File: src/rtl/sv_timer_pkg.sv
// Shared definitions for the timer bank: register map helpers, CTRL layout.
package sv_timer_pkg;

  localparam int unsigned CTRL_IRQ_EN_BIT  = 0;
  localparam int unsigned CTRL_TAP_SEL_BIT = 1;
  localparam int unsigned CTRL_AUTO_BIT    = 2;

  // Field order makes bit0 = irq_en when the struct is cast to a byte.
  typedef struct packed {
    logic auto_reload;
    logic tap_sel;
    logic irq_en;
  } timer_ctrl_t;

  typedef enum logic [2:0] {
    RK_LEN,
    RK_CTRL,
    RK_STATUS,
    RK_GCTL,
    RK_NONE
  } reg_kind_t;

  typedef struct packed {
    reg_kind_t  kind;
    logic [2:0] idx;
  } reg_dec_t;

  function automatic logic [3:0] len_addr(int unsigned i);
    return 4'(2 * i);
  endfunction

  function automatic logic [3:0] ctrl_addr(int unsigned i);
    return 4'(2 * i + 1);
  endfunction

  function automatic logic [3:0] status_addr(int unsigned n);
    return 4'(2 * n);
  endfunction

  function automatic logic [3:0] gctl_addr(int unsigned n);
    return 4'(2 * n + 1);
  endfunction

  function automatic reg_dec_t decode_addr(logic [3:0] addr, int unsigned n);
    reg_dec_t d;
    d.idx  = addr[3:1];
    d.kind = RK_NONE;
    if (32'(addr[3:1]) < n)            d.kind = addr[0] ? RK_CTRL : RK_LEN;
    else if (addr == status_addr(n))   d.kind = RK_STATUS;
    else if (addr == gctl_addr(n))     d.kind = RK_GCTL;
    return d;
  endfunction

  function automatic timer_ctrl_t ctrl_from_byte(logic [7:0] b);
    timer_ctrl_t c;
    c.irq_en      = b[CTRL_IRQ_EN_BIT];
    c.tap_sel     = b[CTRL_TAP_SEL_BIT];
    c.auto_reload = b[CTRL_AUTO_BIT];
    return c;
  endfunction

endpackage

File: src/rtl/sv_timer_chan.sv
// One down-counting interval timer channel with deferred IRQ raise.
module sv_timer_chan
  import sv_timer_pkg::*;
#(
  parameter int unsigned CNT_W = 8
) (
  input  logic             clk_sys,
  input  logic             reset,
  input  logic             ce,
  input  logic             tap_fast_i,
  input  logic             tap_slow_i,
  input  logic             len_we_i,
  input  logic [CNT_W-1:0] len_wdata_i,
  input  logic             ctrl_we_i,
  input  timer_ctrl_t      ctrl_wdata_i,
  input  logic             clr_i,
  output logic [CNT_W-1:0] counter_o,
  output timer_ctrl_t      ctrl_o,
  output logic             pending_o
);

  logic [CNT_W-1:0] cnt_q, cnt_d;
  logic [CNT_W-1:0] rel_q, rel_d;
  timer_ctrl_t      ctrl_q, ctrl_d;
  logic             armed_q, armed_d;
  logic             pend_q, pend_d;
  logic             old_tap_q;
  logic             tap;
  logic             set_pend;

  // Next-state: expiry arms on the tap high phase, pending is raised once the tap drops.
  always_comb begin
    tap      = ctrl_q.tap_sel ? tap_slow_i : tap_fast_i;
    cnt_d    = cnt_q;
    rel_d    = rel_q;
    ctrl_d   = ctrl_q;
    armed_d  = armed_q;
    set_pend = 1'b0;

    if (armed_q && !tap) begin
      set_pend = 1'b1;
      armed_d  = 1'b0;
    end

    // A LEN write takes priority over a coincident tap edge.
    if (len_we_i) begin
      cnt_d = len_wdata_i;
      rel_d = len_wdata_i;
      if (len_wdata_i == '0) begin
        if (!tap) set_pend = 1'b1;
        else      armed_d  = 1'b1;
      end
    end else if (tap && !old_tap_q && (cnt_q != '0)) begin
      if (cnt_q == CNT_W'(1)) begin
        armed_d = 1'b1;
        cnt_d   = (ctrl_q.auto_reload && (rel_q != '0)) ? rel_q : '0;
      end else begin
        cnt_d = cnt_q - CNT_W'(1);
      end
    end

    if (ctrl_we_i) ctrl_d = ctrl_wdata_i;

    // Set beats a simultaneous W1C.
    pend_d = set_pend | (pend_q & ~clr_i);
  end

  // Channel state registers, advanced only on bus-phase strobe.
  always_ff @(posedge clk_sys) begin
    if (reset) begin
      cnt_q     <= '0;
      rel_q     <= '0;
      ctrl_q    <= '0;
      armed_q   <= 1'b0;
      pend_q    <= 1'b0;
      old_tap_q <= 1'b0;
    end else if (ce) begin
      cnt_q     <= cnt_d;
      rel_q     <= rel_d;
      ctrl_q    <= ctrl_d;
      armed_q   <= armed_d;
      pend_q    <= pend_d;
      old_tap_q <= tap;
    end
  end

  assign counter_o = cnt_q;
  assign ctrl_o    = ctrl_q;
  assign pending_o = pend_q;

endmodule

File: src/rtl/sv_timer_bank.sv
// Timer bank top: shared prescaler, register decode/readback, IRQ and NMI generation.
module sv_timer_bank
  import sv_timer_pkg::*;
#(
  parameter int unsigned NUM_TIMERS = 2,
  parameter int unsigned CNT_W      = 8,
  parameter int unsigned PRESC_W    = 16,
  parameter int unsigned FAST_TAP   = 7,
  parameter int unsigned SLOW_TAP   = 13
) (
  input  logic               clk_sys,
  input  logic               reset,
  input  logic               ce,
  input  logic               hold,
  input  logic               reg_cs,
  input  logic               reg_we,
  input  logic [3:0]         reg_addr,
  input  logic [7:0]         reg_wdata,
  output logic [7:0]         reg_rdata,
  output logic               irq_n,
  output logic               nmi_n,
  output logic [PRESC_W-1:0] prescaler
);

  logic [PRESC_W-1:0]    presc_q;
  logic                  msb_old_q;
  logic                  nmi_latch_q;
  logic                  nmi_en_q;
  logic                  irq_n_q;
  logic                  nmi_pulse;
  logic                  bus_wr;
  reg_dec_t              dec;
  timer_ctrl_t           ctrl_wr;
  logic [NUM_TIMERS-1:0] clr_vec;
  logic [NUM_TIMERS-1:0] pend_vec;
  logic [NUM_TIMERS-1:0] irqen_vec;
  logic [CNT_W-1:0]      cnt_arr  [NUM_TIMERS];
  timer_ctrl_t           ctrl_arr [NUM_TIMERS];

  assign bus_wr  = reg_cs && reg_we;
  assign dec     = decode_addr(reg_addr, NUM_TIMERS);
  assign ctrl_wr = ctrl_from_byte(reg_wdata);
  assign clr_vec = (bus_wr && (dec.kind == RK_STATUS)) ? reg_wdata[NUM_TIMERS-1:0] : '0;

  for (genvar g = 0; g < NUM_TIMERS; g++) begin : g_chan
    logic len_we;
    logic ctrl_we;
    assign len_we       = bus_wr && (dec.kind == RK_LEN)  && (dec.idx == 3'(g));
    assign ctrl_we      = bus_wr && (dec.kind == RK_CTRL) && (dec.idx == 3'(g));
    assign irqen_vec[g] = ctrl_arr[g].irq_en;

    sv_timer_chan #(
      .CNT_W (CNT_W)
    ) u_chan (
      .clk_sys      (clk_sys),
      .reset        (reset),
      .ce           (ce),
      .tap_fast_i   (presc_q[FAST_TAP]),
      .tap_slow_i   (presc_q[SLOW_TAP]),
      .len_we_i     (len_we),
      .len_wdata_i  (reg_wdata[CNT_W-1:0]),
      .ctrl_we_i    (ctrl_we),
      .ctrl_wdata_i (ctrl_wr),
      .clr_i        (clr_vec[g]),
      .counter_o    (cnt_arr[g]),
      .ctrl_o       (ctrl_arr[g]),
      .pending_o    (pend_vec[g])
    );
  end

  // NMI pulse lasts from the MSB falling edge until the next ce.
  assign nmi_pulse = msb_old_q & ~presc_q[PRESC_W-1];

  // Prescaler, NMI latch/enable and registered IRQ summary.
  always_ff @(posedge clk_sys) begin
    if (reset) begin
      presc_q     <= '0;
      msb_old_q   <= 1'b0;
      nmi_latch_q <= 1'b0;
      nmi_en_q    <= 1'b0;
      irq_n_q     <= 1'b1;
    end else if (ce) begin
      presc_q     <= presc_q + PRESC_W'(1);
      msb_old_q   <= presc_q[PRESC_W-1];
      nmi_latch_q <= hold ? (nmi_latch_q | (nmi_pulse & nmi_en_q)) : 1'b0;
      irq_n_q     <= ~|(pend_vec & irqen_vec);
      if (bus_wr && (dec.kind == RK_GCTL)) nmi_en_q <= reg_wdata[0];
    end
  end

  // Combinational register readback.
  always_comb begin
    reg_rdata = 8'hFF;
    case (dec.kind)
      RK_LEN, RK_CTRL: begin
        reg_rdata = '0;
        for (int unsigned i = 0; i < NUM_TIMERS; i++) begin
          if (dec.idx == 3'(i)) begin
            reg_rdata = (dec.kind == RK_LEN) ? 8'(cnt_arr[i]) : 8'(ctrl_arr[i]);
          end
        end
      end
      RK_STATUS: reg_rdata = 8'(pend_vec);
      RK_GCTL:   reg_rdata = {7'd0, nmi_en_q};
      default:   reg_rdata = 8'hFF;
    endcase
  end

  assign irq_n     = irq_n_q;
  assign nmi_n     = ~((nmi_pulse | nmi_latch_q) & nmi_en_q);
  assign prescaler = presc_q;

endmodule

File: config.mk
export PLATFORM = sky130hd
export DESIGN_NAME = sv_timer_bank
export DESIGN_NICKNAME = d
export VERILOG_FILES = /design/src/rtl/sv_timer_pkg.sv /design/src/rtl/sv_timer_chan.sv /design/src/rtl/sv_timer_bank.sv
export SDC_FILE = /design/constraint.sdc
export NUM_CORES = 1
export LEC_CHECK = 0
export ABC_AREA = 1
export BUFFER_PORTS_ARGS = -buffer_cell sky130_fd_sc_hd__buf_2
export CAP_MARGIN = 25
export CORE_ASPECT_RATIO = 1.75
export CORE_UTILIZATION = 59
export CTS_CLUSTER_DIAMETER = 40
export DETAILED_ROUTE_END_ITERATION = 8
export GPL_TIMING_DRIVEN = 0
export HOLD_SLACK_MARGIN = 0.12
export PLACE_DENSITY = 0.77
export SLEW_MARGIN = 20
export SYNTH_ARGS = -nofsm -noshare
export SYNTH_HDL_FRONTEND = slang
export SYNTH_SLANG_ARGS = --single-unit
File: constraint.sdc
create_clock -name clk_sys -period 1.7 [get_ports clk_sys]
set_input_delay 0.17 -clock clk_sys [delete_from_list [all_inputs] [get_ports clk_sys]]
set_output_delay 0.17 -clock clk_sys [all_outputs]
set_load 0.01 [all_outputs]
==> results by group <==
Die
  • Core area: between 6000 and 7000 um^2
  • Die Wd: around 63 um
  • Row Count: 38
  • Initial Util: 0.613
  • Die Y-Extent: about 110 um
  • Die footprint: 6820 um^2
  • IO Pins: 44

Power and ir drop
  • Power share of the clock group: 0.462
  • Net load switching power: between 0.8 and 0.9 mW
  • Switch share: 0.249
  • Share of power burned in registers: 0.447
  • Leakage: between 1.5 and 2 nW
  • Final Power: 3.44 mW
  • Gate power share: 0.091
  • Peak VDD IR: about 0.0008 V
  • Power Dens Cells: 772 nW/um^2
  • Total internal power: 2.59 mW

Setup path
  • Worst Path Required: slightly below 2 ns
  • Crit path buf inv count: 2
  • Crit-path leading delay family: simple AND/OR/NAND/NOR gates
  • RR Endpoint: g_chan[0].u_chan.counter_o[1]
  • CP Launch Type: flop
  • Slowest-stage cell, CP: dfxtp_2
  • FF-to-FF setup slack: 0.11 ns
  • Worst Reg-to-Reg Cells: 10
  • WP data arrival: between 1.5 and 2 ns
  • Crit-path max FO: 6
  • CP endpoint kind: flop
  • Crit Path Class: flop to flop
  • Cell chain of the critical path: inv_1, ha_2, nand2_1, inv_1, nand2_1, nand3_4, nand2_4, o21ai_0, nor2_1, nor2_1
  • Slowest cell delay on critical path: between 0.3 and 0.4 ns
  • RR Startpoint: g_chan[0].u_chan.counter_o[1]

Worst hold path
  • Min-Delay Endpoint: nmi_latch_q
  • HP Start: hold
  • HP Class: input port to flop
  • Cells on Worst Hold Path: 3

Layout
  • Final instance area: 4460 um^2
  • Post-Layout Cell Count: around 740
  • Nets: about 680
  • Layout cells sized above 1: 0.180
  • Fill cell count: a little under 600
  • Area growth syn-to-layout: 16.7%
  • Ant. Diodes: 0

Timing
  • Tmin final: between 1.5 and 2 ns
  • Fmax achieved: 0.628 GHz
  • Max-slew violations: 0
  • Clock Skews: about 0.0067 ns
  • Final Cycle Share: 0.937
  • Worst hold margin: between 0.1 and 0.15 ns
  • PnR worst setup slack: around 0.11 ns
  • RSZ-0062 raised after global routing: no
  • Measured slew at the worst slew-check pin: roughly 0.7 ns
  • Slew margin rel.: 0.532
  • Final Setup Violations: 0
  • Hold violation count in the final report: 0

Clock tree
  • Clock Sinks: 64
  • H-tree depth: 3
  • CTS tree: yes
  • Clock-pin slew on the worst setup and hold paths: around 0.07 ns
  • Bufs on Longest Clock Path: 2
  • Cts bufs inserted: 9
  • Number of setup buffers added after CTS: 0
  • Clock latency on the worst-skew pair: 0.36 ns
  • CTS root buf: clkbuf_8

Yosys
  • Post-synth top flop: dfxtp_1
  • Post-synth EDFFs: 0
  • Yosys cell types: 34
  • Synth async-reset ratio: 0
  • Synth warn: 0
  • Syn avg cell area: between 6 and 7 um^2
  • Sequential fraction of the synthesis area: 0.335
  • Synth area leaders: dfxtp_1, nand2_1, a21oi_1
  • Synth cell count leaders: nand2_1, a21oi_1, inv_1, nor2_1, dfxtp_1
  • Area leader, netlist: dfxtp_1
  • Synth Register Bits: between 60 and 70
  • Mapped Cells: roughly 600
  • Synth Net Count: 622
  • Most frequent cell after synthesis: nand2_1
  • Post-synth top area share: 0.335
  • Mapped Area: between 3000 and 4000 um^2

GRT
  • Number of antenna violations at the first check in global routing: 0
  • Overflow left after global routing: 0
  • Global-route wire length before repair: 18.5 mm
  • Number of global-route vias before repair: 3890
  • GRT Total Usage: 0.354
  • Largest net degree at the start of global routing: 12

Route
  • Post-Route WL: 11.5 mm
  • Pre-antenna DRT Iters: 7
  • ANT nets after route: 0
  • Via Count: between 4000 and 5000
  • Starting DRC count in detailed routing: ~340
  • Wire length per cell: 15.6 um
  • # DRC: 0
  • Via-to-Cell Ratio: around 5.7

Placed design
  • Post-Place Cells: slightly above 700
  • Port bufs: 43
  • Hpwl dp: approximately 8.5 mm
  • Post-DP Area: ~4100 um^2
  • RD Place Congestion: 0.945
  • Post-placement setup slack: -0.105 ns

Run status
  • Outcome: finished clean

Run
  • Max cap viols: 0
## tightest hold or removal path, stage by stage
cell and delay, ns:
buf_2 0.09, o21ai_0 0.15, nor3_1 0.05
## what timing repair did
item | CTS | global route
hold endpoints to repair | 2 | 0
hold buffers | 1 | 0
pin swaps | 0 | 1
gates resized for setup | 6 | 23
endpoints found under the setup margin | 10 | 22
## sequential cells by signal (all words and copies together), names as in the netlist
register                 count
prescaler                   16
nmi_en_q                     1
g_chan.u_chan.pending_o      2
g_chan.u_chan.rel_q         16
g_chan.u_chan.ctrl_o         6
nmi_latch_q                  1
g_chan.u_chan.old_tap_q      2
irq_n                        1
msb_old_q                    1
g_chan.u_chan.counter_o     16
g_chan.u_chan.armed_q        2
## power by group through the flow
stage	clock network, mW	logic (mW)	registers [mW]
floorplan	0	0.180	1.57
global placement	0	0.291	1.57
detailed placement	0	0.297	1.57
CTS	1.60	0.303	1.54
global route	1.64	0.343	1.54
finish	1.59	0.313	1.54
## placed cells by master, fill, tap and decap left out, types with 3 or more instances in the layout
master,instances
nand2_1,125
a21oi_1,74
inv_1,71
nor2_1,65
dfxtp_1,59
buf_2,48
o21ai_0,47
nand3_1,35
nand4_1,17
inv_2,9
nor3_1,9
clkbuf_8,9
nor2_2,8
o211ai_1,8
clkbuf_1,8
nand2_2,7
o21ai_1,7
dfxtp_2,5
or2_2,4
nand3_4,3
nor2_4,3
nand2_4,3
o21a_1,3
a211oi_1,3
buf_4,3
bufinv_16,3
## per-layer routing
layer  share of wire  routed length, um  global-route usage  up-vias
met3           0.045                521              0.0538       38
met1            0.39               4460               0.386     1945
met2            0.52               5990               0.644      170
li1                -                  -                   -     2080
met4           0.043                496               0.203        0
met5               0                  0                   0        -
## worst max path at each step
stage	from	slack, ns	end	depth (start not counted)
2_1_floorplan	prescaler[0]	0.16	prescaler[12]	8
3_3_place_gp	g_chan[0].u_chan.counter_o[0]	-0.08	g_chan[0].u_chan.counter_o[0]	10
3_5_place_dp	prescaler[0]	-0.11	prescaler[12]	8
4_1_cts	g_chan[0].u_chan.counter_o[0]	0.01	g_chan[0].u_chan.counter_o[1]	10
5_1_grt	prescaler[0]	0.01	prescaler[12]	8
6_report	g_chan[0].u_chan.counter_o[1]	0.11	g_chan[0].u_chan.counter_o[1]	10
## per-stage QoR
step,utilization,TNS (ns)
floorplan,-,0
global placement,0.664,-0.597
detailed placement,0.664,-0.585
CTS,0.707,0
global route,0.716,0
finish,0.716,0
## area by class of cell
type	instances	area, um^2	area share
Multi-Input combinational cell	436	2220	0.498
Tap cell	80	100	0.0225
Sequential cell	64	1290	0.289
Clock buffer	10	128	0.0286
Buffer	16	85.1	0.0191
Timing Repair Buffer	44	225	0.0505
Inverter	81	307	0.0688
Clock inverter	6	108	0.0241
## cell families after synthesis
| family | share of synthesized area |
|---|---|
| AND/OR/NAND/NOR | 0.338 |
| buffers and inverters | 0.104 |
| AO/OA/AOI/OAI | 0.207 |
| flip-flops | 0.335 |
| adder cells (fa/ha/maj) | 0.0164 |
Note: power is estimated with default switching activity, not from simulation.
